===== src/rtl/muldiv_if.sv =====
// Handshake and result bus between the control unit and muldiv_unit.
// The control unit drives the master side; muldiv_unit is the slave.
interface muldiv_if #(
    parameter int BUS_W = 32
);
    logic             start;
    logic [1:0]       op;
    logic [BUS_W-1:0] rs_data;
    logic [BUS_W-1:0] rt_data;
    logic             busy;
    logic             done;
    logic [BUS_W-1:0] hi;
    logic [BUS_W-1:0] lo;
    logic             div_by_zero;

    modport master (
        output start, op, rs_data, rt_data,
        input  busy, done, hi, lo, div_by_zero
    );

    modport slave (
        input  start, op, rs_data, rt_data,
        output busy, done, hi, lo, div_by_zero
    );
endinterface


===== src/rtl/muldiv_unit.sv =====
// Iterative MULT/MULTU/DIV/DIVU unit, one shift-add or restoring step per cycle.
// Defining MULDIV_DIV_EN compiles in the divide datapath; without it DIV/DIVU complete with zeros.
//
// state  | meaning
// IDLE   | waiting for start; operands captured on acceptance
// RUN    | BUS_W iterations, counter counts down to terminal 0
// DONE   | sign fix-up, HI/LO write, done pulse
module muldiv_unit #(
    parameter int BUS_W = 32
) (
    input  logic    reloj_cucu,
    input  logic    reset,
    muldiv_if.slave bus
);
    localparam int CW = $clog2(BUS_W + 1);

    typedef enum logic [1:0] {
        S_IDLE,
        S_RUN,
        S_DONE
    } state_t;

    state_t             state_q, state_d;
    logic [CW-1:0]      cnt_q, cnt_d;
    logic [1:0]         op_q, op_d;
    // Multiply: running product. Divide: {partial remainder, dividend/quotient}.
    logic [2*BUS_W-1:0] acc_q, acc_d;
    logic [2*BUS_W-1:0] mcand_q, mcand_d;
    // Multiply: multiplier shifted right. Divide: divisor.
    logic [BUS_W-1:0]   opb_q, opb_d;
    logic               neg_q, neg_d;
    logic               busy_q, busy_d;
    logic               done_q, done_d;
    logic               flag_q, flag_d;
    logic [BUS_W-1:0]   hi_q, hi_d;
    logic [BUS_W-1:0]   lo_q, lo_d;
`ifdef MULDIV_DIV_EN
    logic               neg_rem_q, neg_rem_d;
    logic               dz_q, dz_d;
    logic [BUS_W:0]     diff;
`endif

    logic               sgn_op;
    logic [BUS_W-1:0]   abs_a, abs_b;
    logic [2*BUS_W-1:0] prod_fix;

    always_comb begin
        state_d  = state_q;
        cnt_d    = cnt_q;
        op_d     = op_q;
        acc_d    = acc_q;
        mcand_d  = mcand_q;
        opb_d    = opb_q;
        neg_d    = neg_q;
        busy_d   = busy_q;
        done_d   = 1'b0;
        flag_d   = flag_q;
        hi_d     = hi_q;
        lo_d     = lo_q;
`ifdef MULDIV_DIV_EN
        neg_rem_d = neg_rem_q;
        dz_d      = dz_q;
        diff      = acc_q[2*BUS_W-1:BUS_W-1] - {1'b0, opb_q};
`endif
        sgn_op   = ~bus.op[0];
        abs_a    = (sgn_op && bus.rs_data[BUS_W-1]) ? -bus.rs_data : bus.rs_data;
        abs_b    = (sgn_op && bus.rt_data[BUS_W-1]) ? -bus.rt_data : bus.rt_data;
        prod_fix = neg_q ? -acc_q : acc_q;

        case (state_q)
            S_IDLE: begin
                if (bus.start) begin
                    op_d   = bus.op;
                    flag_d = 1'b0;
                    busy_d = 1'b1;
                    cnt_d  = CW'(BUS_W);
                    neg_d  = sgn_op && (bus.rs_data[BUS_W-1] ^ bus.rt_data[BUS_W-1]);
                    if (!bus.op[1]) begin
                        acc_d   = '0;
                        mcand_d = {{BUS_W{1'b0}}, abs_a};
                        opb_d   = abs_b;
                        state_d = S_RUN;
                    end else begin
`ifdef MULDIV_DIV_EN
                        neg_rem_d = sgn_op && bus.rs_data[BUS_W-1];
                        if (bus.rt_data == '0) begin
                            // Result is preloaded raw so DONE just copies it out.
                            dz_d      = 1'b1;
                            neg_d     = 1'b0;
                            neg_rem_d = 1'b0;
                            acc_d     = {bus.rs_data, {BUS_W{1'b1}}};
                            state_d   = S_DONE;
                        end else begin
                            dz_d    = 1'b0;
                            acc_d   = {{BUS_W{1'b0}}, abs_a};
                            opb_d   = abs_b;
                            state_d = S_RUN;
                        end
`else
                        state_d = S_DONE;
`endif
                    end
                end
            end
            S_RUN: begin
                cnt_d = cnt_q - CW'(1);
                if (!op_q[1]) begin
                    if (opb_q[0]) acc_d = acc_q + mcand_q;
                    mcand_d = mcand_q << 1;
                    opb_d   = opb_q >> 1;
                end
`ifdef MULDIV_DIV_EN
                else if (!diff[BUS_W]) begin
                    acc_d = {diff[BUS_W-1:0], acc_q[BUS_W-2:0], 1'b1};
                end else begin
                    acc_d = {acc_q[2*BUS_W-2:0], 1'b0};
                end
`endif
                if (cnt_d == '0) state_d = S_DONE;
            end
            S_DONE: begin
                state_d = S_IDLE;
                busy_d  = 1'b0;
                done_d  = 1'b1;
                if (!op_q[1]) begin
                    hi_d = prod_fix[2*BUS_W-1:BUS_W];
                    lo_d = prod_fix[BUS_W-1:0];
                end else begin
`ifdef MULDIV_DIV_EN
                    lo_d   = neg_q ? -acc_q[BUS_W-1:0] : acc_q[BUS_W-1:0];
                    hi_d   = neg_rem_q ? -acc_q[2*BUS_W-1:BUS_W] : acc_q[2*BUS_W-1:BUS_W];
                    flag_d = dz_q;
`else
                    hi_d = '0;
                    lo_d = '0;
`endif
                end
            end
            default: state_d = S_IDLE;
        endcase
    end

    always_ff @(posedge reloj_cucu or negedge reset) begin
        if (!reset) begin
            state_q   <= S_IDLE;
            cnt_q     <= '0;
            op_q      <= '0;
            acc_q     <= '0;
            mcand_q   <= '0;
            opb_q     <= '0;
            neg_q     <= 1'b0;
            busy_q    <= 1'b0;
            done_q    <= 1'b0;
            flag_q    <= 1'b0;
            hi_q      <= '0;
            lo_q      <= '0;
`ifdef MULDIV_DIV_EN
            neg_rem_q <= 1'b0;
            dz_q      <= 1'b0;
`endif
        end else begin
            state_q   <= state_d;
            cnt_q     <= cnt_d;
            op_q      <= op_d;
            acc_q     <= acc_d;
            mcand_q   <= mcand_d;
            opb_q     <= opb_d;
            neg_q     <= neg_d;
            busy_q    <= busy_d;
            done_q    <= done_d;
            flag_q    <= flag_d;
            hi_q      <= hi_d;
            lo_q      <= lo_d;
`ifdef MULDIV_DIV_EN
            neg_rem_q <= neg_rem_d;
            dz_q      <= dz_d;
`endif
        end
    end

    assign bus.busy        = busy_q;
    assign bus.done        = done_q;
    assign bus.hi          = hi_q;
    assign bus.lo          = lo_q;
    assign bus.div_by_zero = flag_q;
endmodule


===== src/flat_wrapper.sv =====
// flat-port wrapper written by rule: the top's interface ports become plain ports
module muldiv_unit_flat 
#(
    parameter int BUS_W = 32
)
  (reloj_cucu, reset, bus_start, bus_op, bus_rs_data, bus_rt_data, bus_busy, bus_done, bus_hi, bus_lo, bus_div_by_zero);
  muldiv_if #(.BUS_W(BUS_W)) bus_i ();
  input  logic reloj_cucu;
  input  logic reset;
  input wire logic [$bits(bus_i.start)-1:0] bus_start;
  input wire logic [$bits(bus_i.op)-1:0] bus_op;
  input wire logic [$bits(bus_i.rs_data)-1:0] bus_rs_data;
  input wire logic [$bits(bus_i.rt_data)-1:0] bus_rt_data;
  output wire logic [$bits(bus_i.busy)-1:0] bus_busy;
  output wire logic [$bits(bus_i.done)-1:0] bus_done;
  output wire logic [$bits(bus_i.hi)-1:0] bus_hi;
  output wire logic [$bits(bus_i.lo)-1:0] bus_lo;
  output wire logic [$bits(bus_i.div_by_zero)-1:0] bus_div_by_zero;
  assign bus_i.start = bus_start;
  assign bus_i.op = bus_op;
  assign bus_i.rs_data = bus_rs_data;
  assign bus_i.rt_data = bus_rt_data;
  assign bus_busy = bus_i.busy;
  assign bus_done = bus_i.done;
  assign bus_hi = bus_i.hi;
  assign bus_lo = bus_i.lo;
  assign bus_div_by_zero = bus_i.div_by_zero;
  muldiv_unit #(.BUS_W(BUS_W)) u_core (.reloj_cucu(reloj_cucu), .reset(reset), .bus(bus_i));
endmodule

===== config.mk =====
export PLATFORM = sky130hd
export DESIGN_NAME = muldiv_unit_flat
export DESIGN_NICKNAME = d
export VERILOG_FILES = /design/src/rtl/muldiv_if.sv /design/src/rtl/muldiv_unit.sv /design/src/flat_wrapper.sv
export SDC_FILE = /design/constraint.sdc
export NUM_CORES = 1
export LEC_CHECK = 0
export ABC_CLOCK_PERIOD_IN_PS = 7600
export CORE_MARGIN = 4
export CORE_UTILIZATION = 45
export DETAILED_ROUTE_END_ITERATION = 6
export GPL_TIMING_DRIVEN = 0
export MAX_ROUTING_LAYER = met4
export SETUP_SLACK_MARGIN = 0.15
export SLEW_MARGIN = 10
export SYNTH_ARGS = -nofsm -noshare
export SYNTH_HDL_FRONTEND = slang
export SYNTH_SLANG_ARGS = --single-unit

===== constraint.sdc =====
create_clock -name reloj_cucu -period 7.6 [get_ports reloj_cucu]
set_clock_uncertainty 0.05 [all_clocks]
set_input_delay 1.14 -clock reloj_cucu [delete_from_list [all_inputs] [get_ports reloj_cucu]]
set_output_delay 1.14 -clock reloj_cucu [all_outputs]
set_load 0.03 [all_outputs]

==> results of run 1 <==
-- sequential cells by signal, indices dropped and copies added (netlist names) --
register	cells
u_core.bus.done	1
u_core.state_q	2
u_core.acc_q	64
u_core.bus.hi	32
u_core.neg_q	1
u_core.bus.busy	1
u_core.bus.lo	32
u_core.cnt_q	6
u_core.opb_q	32
u_core.mcand_q	64
u_core.op_q	1
-- cell families after synthesis --
group,synth area share [%]
AOI/OAI and AO/OA,26.0
xor gates and xnor gates,9.57
adders and majority gates,5.60
other,0.0241
buffers and inverters,3.60
DFF,38.0
and+or+nand+nor,17.2
muxes,0.0724
-- cell usage in the layout (no fill, tap or decap), drive strengths merged, types with 10 or more instances in the layout --
master,instances
a21o,43
a21oi,176
a22o,86
a31oi,20
and2,10
and3,17
buf,16
clkbuf,139
clkdlybuf4s50,133
dfrtp,236
ha,68
inv,33
nand2,235
nand2b,14
nand3,27
nand4,20
nor2,118
nor2b,10
nor3,36
nor4,21
o21ai,200
o21bai,15
o31ai,42
o41ai,12
or3,23
or4,14
xnor2,110
xor2,60
-- power groups by stage --
stage	registers [µW]	clock network (µW)	logic, µW
2_1_floorplan	2240	0	2600
3_3_place_gp	2220	0	3940
3_5_place_dp	2230	0	3990
4_1_cts	2210	1550	4000
5_1_grt	2280	1590	4460
6_report	2220	1510	4020
-- stage by stage --
step / cell area [µm²] / TNS, ns / hold WS (ns)
floorplan: 15600 / 0 / 0.394
global placement: 17500 / -1125.69 / 0.413
detailed placement: 17500 / 0 / 0.424
CTS: 18600 / 0 / 0.420
global route: 18600 / 0 / 0.437
finish: 18600 / 0 / 0.418
-- worst paths after layout --
path | from | to
setup / recovery | u_core.acc_q[4]$_DFFE_PN0P_ | u_core.bus.hi[31]$_DFFE_PN0P_
hold / removal | reset | u_core.bus.lo[13]$_DFFE_PN0P_
setup reg to reg | u_core.acc_q[4]$_DFFE_PN0P_ | u_core.bus.hi[31]$_DFFE_PN0P_
hold reg to reg | u_core.opb_q[24]$_DFFE_PN0P_ | u_core.opb_q[24]$_DFFE_PN0P_
max in group asynchronous | reset | u_core.cnt_q[3]$_DFFE_PN0P_
min in group reloj_cucu | u_core.opb_q[24]$_DFFE_PN0P_ | u_core.opb_q[24]$_DFFE_PN0P_
-- area by class of cell --
type | instances | area (µm²) | share of cell area (%)
Antenna cell | 1 | 2.50 | 0.0135
Tap cell | 448 | 561 | 3.02
Clock buffer | 36 | 792 | 4.27
Inverter | 32 | 120 | 0.647
Sequential cell | 236 | 5910 | 31.8
Timing Repair Buffer | 136 | 1400 | 7.55
Multi-Input combinational cell | 1451 | 9090 | 49.0
Buffer | 116 | 439 | 2.37
Clock inverter | 18 | 254 | 1.37
-- layer usage --
metal	vias up	wire [µm]
met1	6909	23200
met4	0	1060
met2	416	21400
li1	7009	-
met3	69	2810
met5	-	0
-- worst max-delay path, cell delays in order (launching register included) --
cell and delay, ns:
dfrtp_1 0.45, or4_1 0.63, nor4_1 0.61, nand4_1 0.41, or3b_4 0.51, or4b_4 0.52, nor4b_4 0.33, nand3_2 0.17
o41ai_2 0.36, xnor2_1 0.16, a22o_1 0.21
==> impl_metrics.yaml, run 1 <==
sta:
  tightest_slew_ns: 1.15
  setup_slack_ns: 3.07
  rsz0062_at_grt: "false"
  setup_violations: 0
  finalCritPeriodShare_pct: 59.5
  clock.fmax_ghz: 0.221
  slew_violations: 0
  slew_headroom_pct: 22.1
  finalHoldViolations: 0
  min_period_ns: 4.53
detailed_routing:
  wirelength_um: 48500
  drtPass1Iterations: 5
  ant_nets: 0
  drc_errors: 0
  vias_per_cell: 5.82
  vias: 14403
  first_iter_violations: 1045
  wl_per_cell_um: 19.6
setup_path:
  setup.worst_path.class: "register to register"
  cp-start-kind: "register"
  endpoint_kind: "register"
  required_ns: 8.01
  crit_arrival_ns: 4.93
  crit_fanout: 5
  reg2reg_depth: 10
  r2r_setup_slack_ns: 3.07
die:
  die_w_um: 194
  io_pins: 136
  fp.coreArea_mm2: 0.0338
  dieArea_mm2: 0.0376
  row_count: 67
  die_y_um: 194
  floorplan.initialDensity_pct: 46.0
synthesis:
  synth_cells: 1835
  synth.area.top_cells: "dfrtp_1 (38%), o21ai_0 (6.3%), xnor2_1 (6.2%)"
  synthTopCellsByCount: "dfrtp_1 (236), nand2_1 (235), o21ai_0 (197)"
  synth.distinct_cells: 65
  synth_ff_type: "dfrtp_1"
  synth.most_common_cell: "dfrtp_1"
  synthArstFlopShare_pct: 100
  syn_nets: 1973
  yosysTopAreaCell: "dfrtp_1"
  ys_seq_elements: 236
  synth_edf_count: 0
  netlist.area_leader.share_pct: 38.0
  synth_area_per_cell_um2: 8.48
  synth_area_mm2: 0.0156
  ys_seq_area_share_pct: 38.0
  yosysWarnings: 0
clocking:
  cts.sink_count: 236
  cts_tree: "done"
  cts_hold_buf: 0
  htreeDepth: 1
  numCtsBuffers: 29
  clock_latency_ns: 0.57
  clockBufferDepth: 3
  ctsRootBufferMaster: "clkbuf_16"
  cts_resized: 0
  postCtsSetupBuffers: 0
  clk_pin_slew_ns: 0.06
layout:
  nFillCells: 3118
  area_delta_synth_final_pct: 19.4
  final_net_count: 2140
  layout-drive-gt1-share_pct: 3.41
  instances_no_fill: 2474
  fin_util_pct: 55.0
power:
  power_frac_comb_pct: 51.8
  power.internal_uw: 4100
  switching_share_pct: 47.1
  pwr-share-clk_pct: 19.5
  power_density_mw_per_mm2: 417
  power_uw: 7750
  leakagePower_uw: 0.00793
  pwr-share-seq_pct: 28.6
  p_sw_uw: 3650
  vdd_drop_max_v: 0.000211
global_routing:
  grt_overflow_total: 0
  grt_max_degree: 101
  grt_pass1_vias: 13796
  busiest_layer: "met2"
  met2_usage_pct: 39.1
  use_met1_pct: 36.8
  grt_pass1_wl_um: 77600
  grt_usage_pct: 25.7
  antenna_found_initial: 1
  use_met3_pct: 3.93
placement:
  placement.io_buffers: 134
  dp_hpwl_um: 37700
  gp_congestion: 0.931
  dp_slack_ns: 3.13
  dp.cells: 2419
status:
  status: "completed"
job:
  drv_cap: 0
min_path:
  holdCritPathClass: "input pin to asynchronous set/reset pin"
Note: power is estimated with default switching activity, not from simulation.
==> inputs of run 2 (changes only) <==
--- a/config.mk
+++ b/config.mk
@@ -5,7 +5,7 @@
 export SDC_FILE = /design/constraint.sdc
 export NUM_CORES = 1
 export LEC_CHECK = 0
-export ABC_CLOCK_PERIOD_IN_PS = 7600
+export ABC_CLOCK_PERIOD_IN_PS = 4350
 export CORE_MARGIN = 4
 export CORE_UTILIZATION = 45
 export DETAILED_ROUTE_END_ITERATION = 6
==> constraint.sdc (replaced) <==
create_clock -name reloj_cucu -period 4.35 [get_ports reloj_cucu]
set_clock_uncertainty 0.05 [all_clocks]
set_input_delay 0.6525 -clock reloj_cucu [delete_from_list [all_inputs] [get_ports reloj_cucu]]
set_output_delay 0.6525 -clock reloj_cucu [all_outputs]
set_load 0.03 [all_outputs]
==> run 2 against run 1 <==
- combinational power grew 76%
- sequential power is 75% higher
- worst setup slack lost 2.8 ns
- clock power up 75%
- flip-flop and latch count stayed put
- utilization rose by 0.30 points
- largest power group unchanged
==> impl_metrics.yaml, run 2 (same netlist as run 1, synthesis figures left out) <==
detailed_routing:
  drc_errors: 0
  vias: 14460
  wirelength_um: 48500
  vias_per_cell: 5.84
  ant_nets: 0
  wl_per_cell_um: 19.6
  first_iter_violations: 1024
  drtPass1Iterations: 6
setup_path:
  max_stage_delay_ns: 0.58
  worstPathCellList: "or4_4 > or3_4 > or4_4 > or3b_4 > or4b_4 > nor4b_4 > nand3_2 > buf_4 > o21ai_1 > xnor2_1 > a22o_1"
  crit_fanout: 5
  r2r_setup_slack_ns: 0.27
  reg2reg_depth: 11
  crit_slowest_cell: "or4_4"
  cp_common_cell: "or4_4"
  required_ns: 4.75
  endpoint_kind: "register"
  crit_arrival_ns: 4.48
  setup.worst_path.class: "register to register"
  cp-start-kind: "register"
clocking:
  clockBufferDepth: 3
  htreeDepth: 1
  clk_pin_slew_ns: 0.07
  numCtsBuffers: 29
  cts.sink_count: 236
  ctsRootBufferMaster: "clkbuf_16"
  clock_latency_ns: 0.57
  cts_tree: "done"
sta:
  rsz0062_at_grt: "false"
  slew_violations: 0
  setup_violations: 0
  hold_slack_ns: 0.432
  slew_headroom_pct: 40.4
  min_period_ns: 4.08
  tightest_slew_ns: 0.895
  clock.fmax_ghz: 0.245
  finalHoldViolations: 0
  finalCritPeriodShare_pct: 93.8
global_routing:
  grt_pass1_vias: 13814
  grt_pass1_wl_um: 77700
  busiest_layer: "met2"
  grt_usage_pct: 25.7
  use_met3_pct: 3.93
  met2_usage_pct: 39.2
  use_met1_pct: 36.9
  antenna_found_initial: 1
  grt_overflow_total: 0
  grt_max_degree: 101
placement:
  gp_congestion: 0.931
  dp_hpwl_um: 37700
  placement.io_buffers: 134
layout:
  layout-drive-gt1-share_pct: 3.89
  most-common-layout-cells: "dfrtp_1 (236), nand2_1 (235), o21ai_0 (197)"
  largestRegisters: "u_core.acc_q x64, u_core.mcand_q x64"
  mostFrequentLayoutCell: "dfrtp_1"
  nFillCells: 3104
  final_net_count: 2144
  area_delta_synth_final_pct: 20.0
power:
  power_density_mw_per_mm2: 728
  vdd_drop_max_v: 0.000369
  power_uw: 13600
  leakagePower_uw: 0.00797
die:
  dieArea_mm2: 0.0376
  fp.coreArea_mm2: 0.0338
  row_count: 67
  die_y_um: 194
  io_pins: 136
  die_w_um: 194
  floorplan.initialDensity_pct: 46.0
min_path:
  holdCritPathClass: "register to register"
  hold_path_depth: 2
job:
  drv_cap: 0
status:
  status: "completed"
==> run 2: through the flow <==
step	util, %	std cells	instance area, µm²	worst slack (ns)	setup TNS (ns)
global route	55.3	2478	18700	0.171	0
finish	55.3	2478	18700	0.271	0
detailed placement	51.9	2419	17500	-0.121	-0.404
global placement	51.7	2417	17500	-7.56	-1777.76
CTS	55.1	2475	18600	0.181	0
floorplan	-	1835	15600	0.639	0
==> run 2: repair_timing <==
action                                 in CTS  in global routing
pin swaps                                   1                  2
endpoints found under the hold margin      47                  0
resized for setup                           3                  7
setup endpoints to repair                   8                  9
setup buffers                               1                  2
hold buffers                                1                  0
==> run 2: final cells by class <==
class | count | area [µm²] | share of cell area [%]
clock inverters | 18 | 254 | 1.36
diodes | 1 | 2.50 | 0.0134
flip-flops and latches | 236 | 5910 | 31.6
clock buffers | 36 | 792 | 4.24
repair buffers | 140 | 1430 | 7.68
well taps | 448 | 561 | 3.00
inverters | 32 | 120 | 0.643
multi-input cells | 1451 | 9160 | 49.1
plain buffers | 116 | 439 | 2.35
==> run 2: worst paths after layout <==
check	from	endpoint
max	u_core.acc_q[28]$_DFFE_PN0P_	u_core.bus.hi[27]$_DFFE_PN0P_
max reg2reg	u_core.acc_q[28]$_DFFE_PN0P_	u_core.bus.hi[27]$_DFFE_PN0P_
max in group asynchronous	reset	u_core.opb_q[30]$_DFFE_PN0P_
min	u_core.opb_q[24]$_DFFE_PN0P_	u_core.opb_q[24]$_DFFE_PN0P_
min reg2reg	u_core.opb_q[24]$_DFFE_PN0P_	u_core.opb_q[24]$_DFFE_PN0P_
min in group asynchronous	reset	u_core.bus.lo[13]$_DFFE_PN0P_
==> run 2: power breakdown <==
part	total, µW	leakage (µW)	internal (µW)	switching, µW
clock network	2650	0.000507	1640	1000
registers	3880	0.00316	2960	923
logic	7060	0.00430	2590	4480
==> run 2: per-layer routing <==
metal / share of wire [%] / vias up
met2: 44 / 450
met5: 0 / -
met1: 47 / 6915
met3: 6.2 / 71
met4: 2.2 / 0
li1: - / 7024
==> run 2: worst max-delay path, delay by kind of cell, from the launching register on <==
family | cells | cell delay (ns)
buf+inv | 1 | 0.17
xor+xnor | 1 | 0.11
simple gates | 7 | 2.79
compound gates | 2 | 0.36
flops | 1 | 0.47
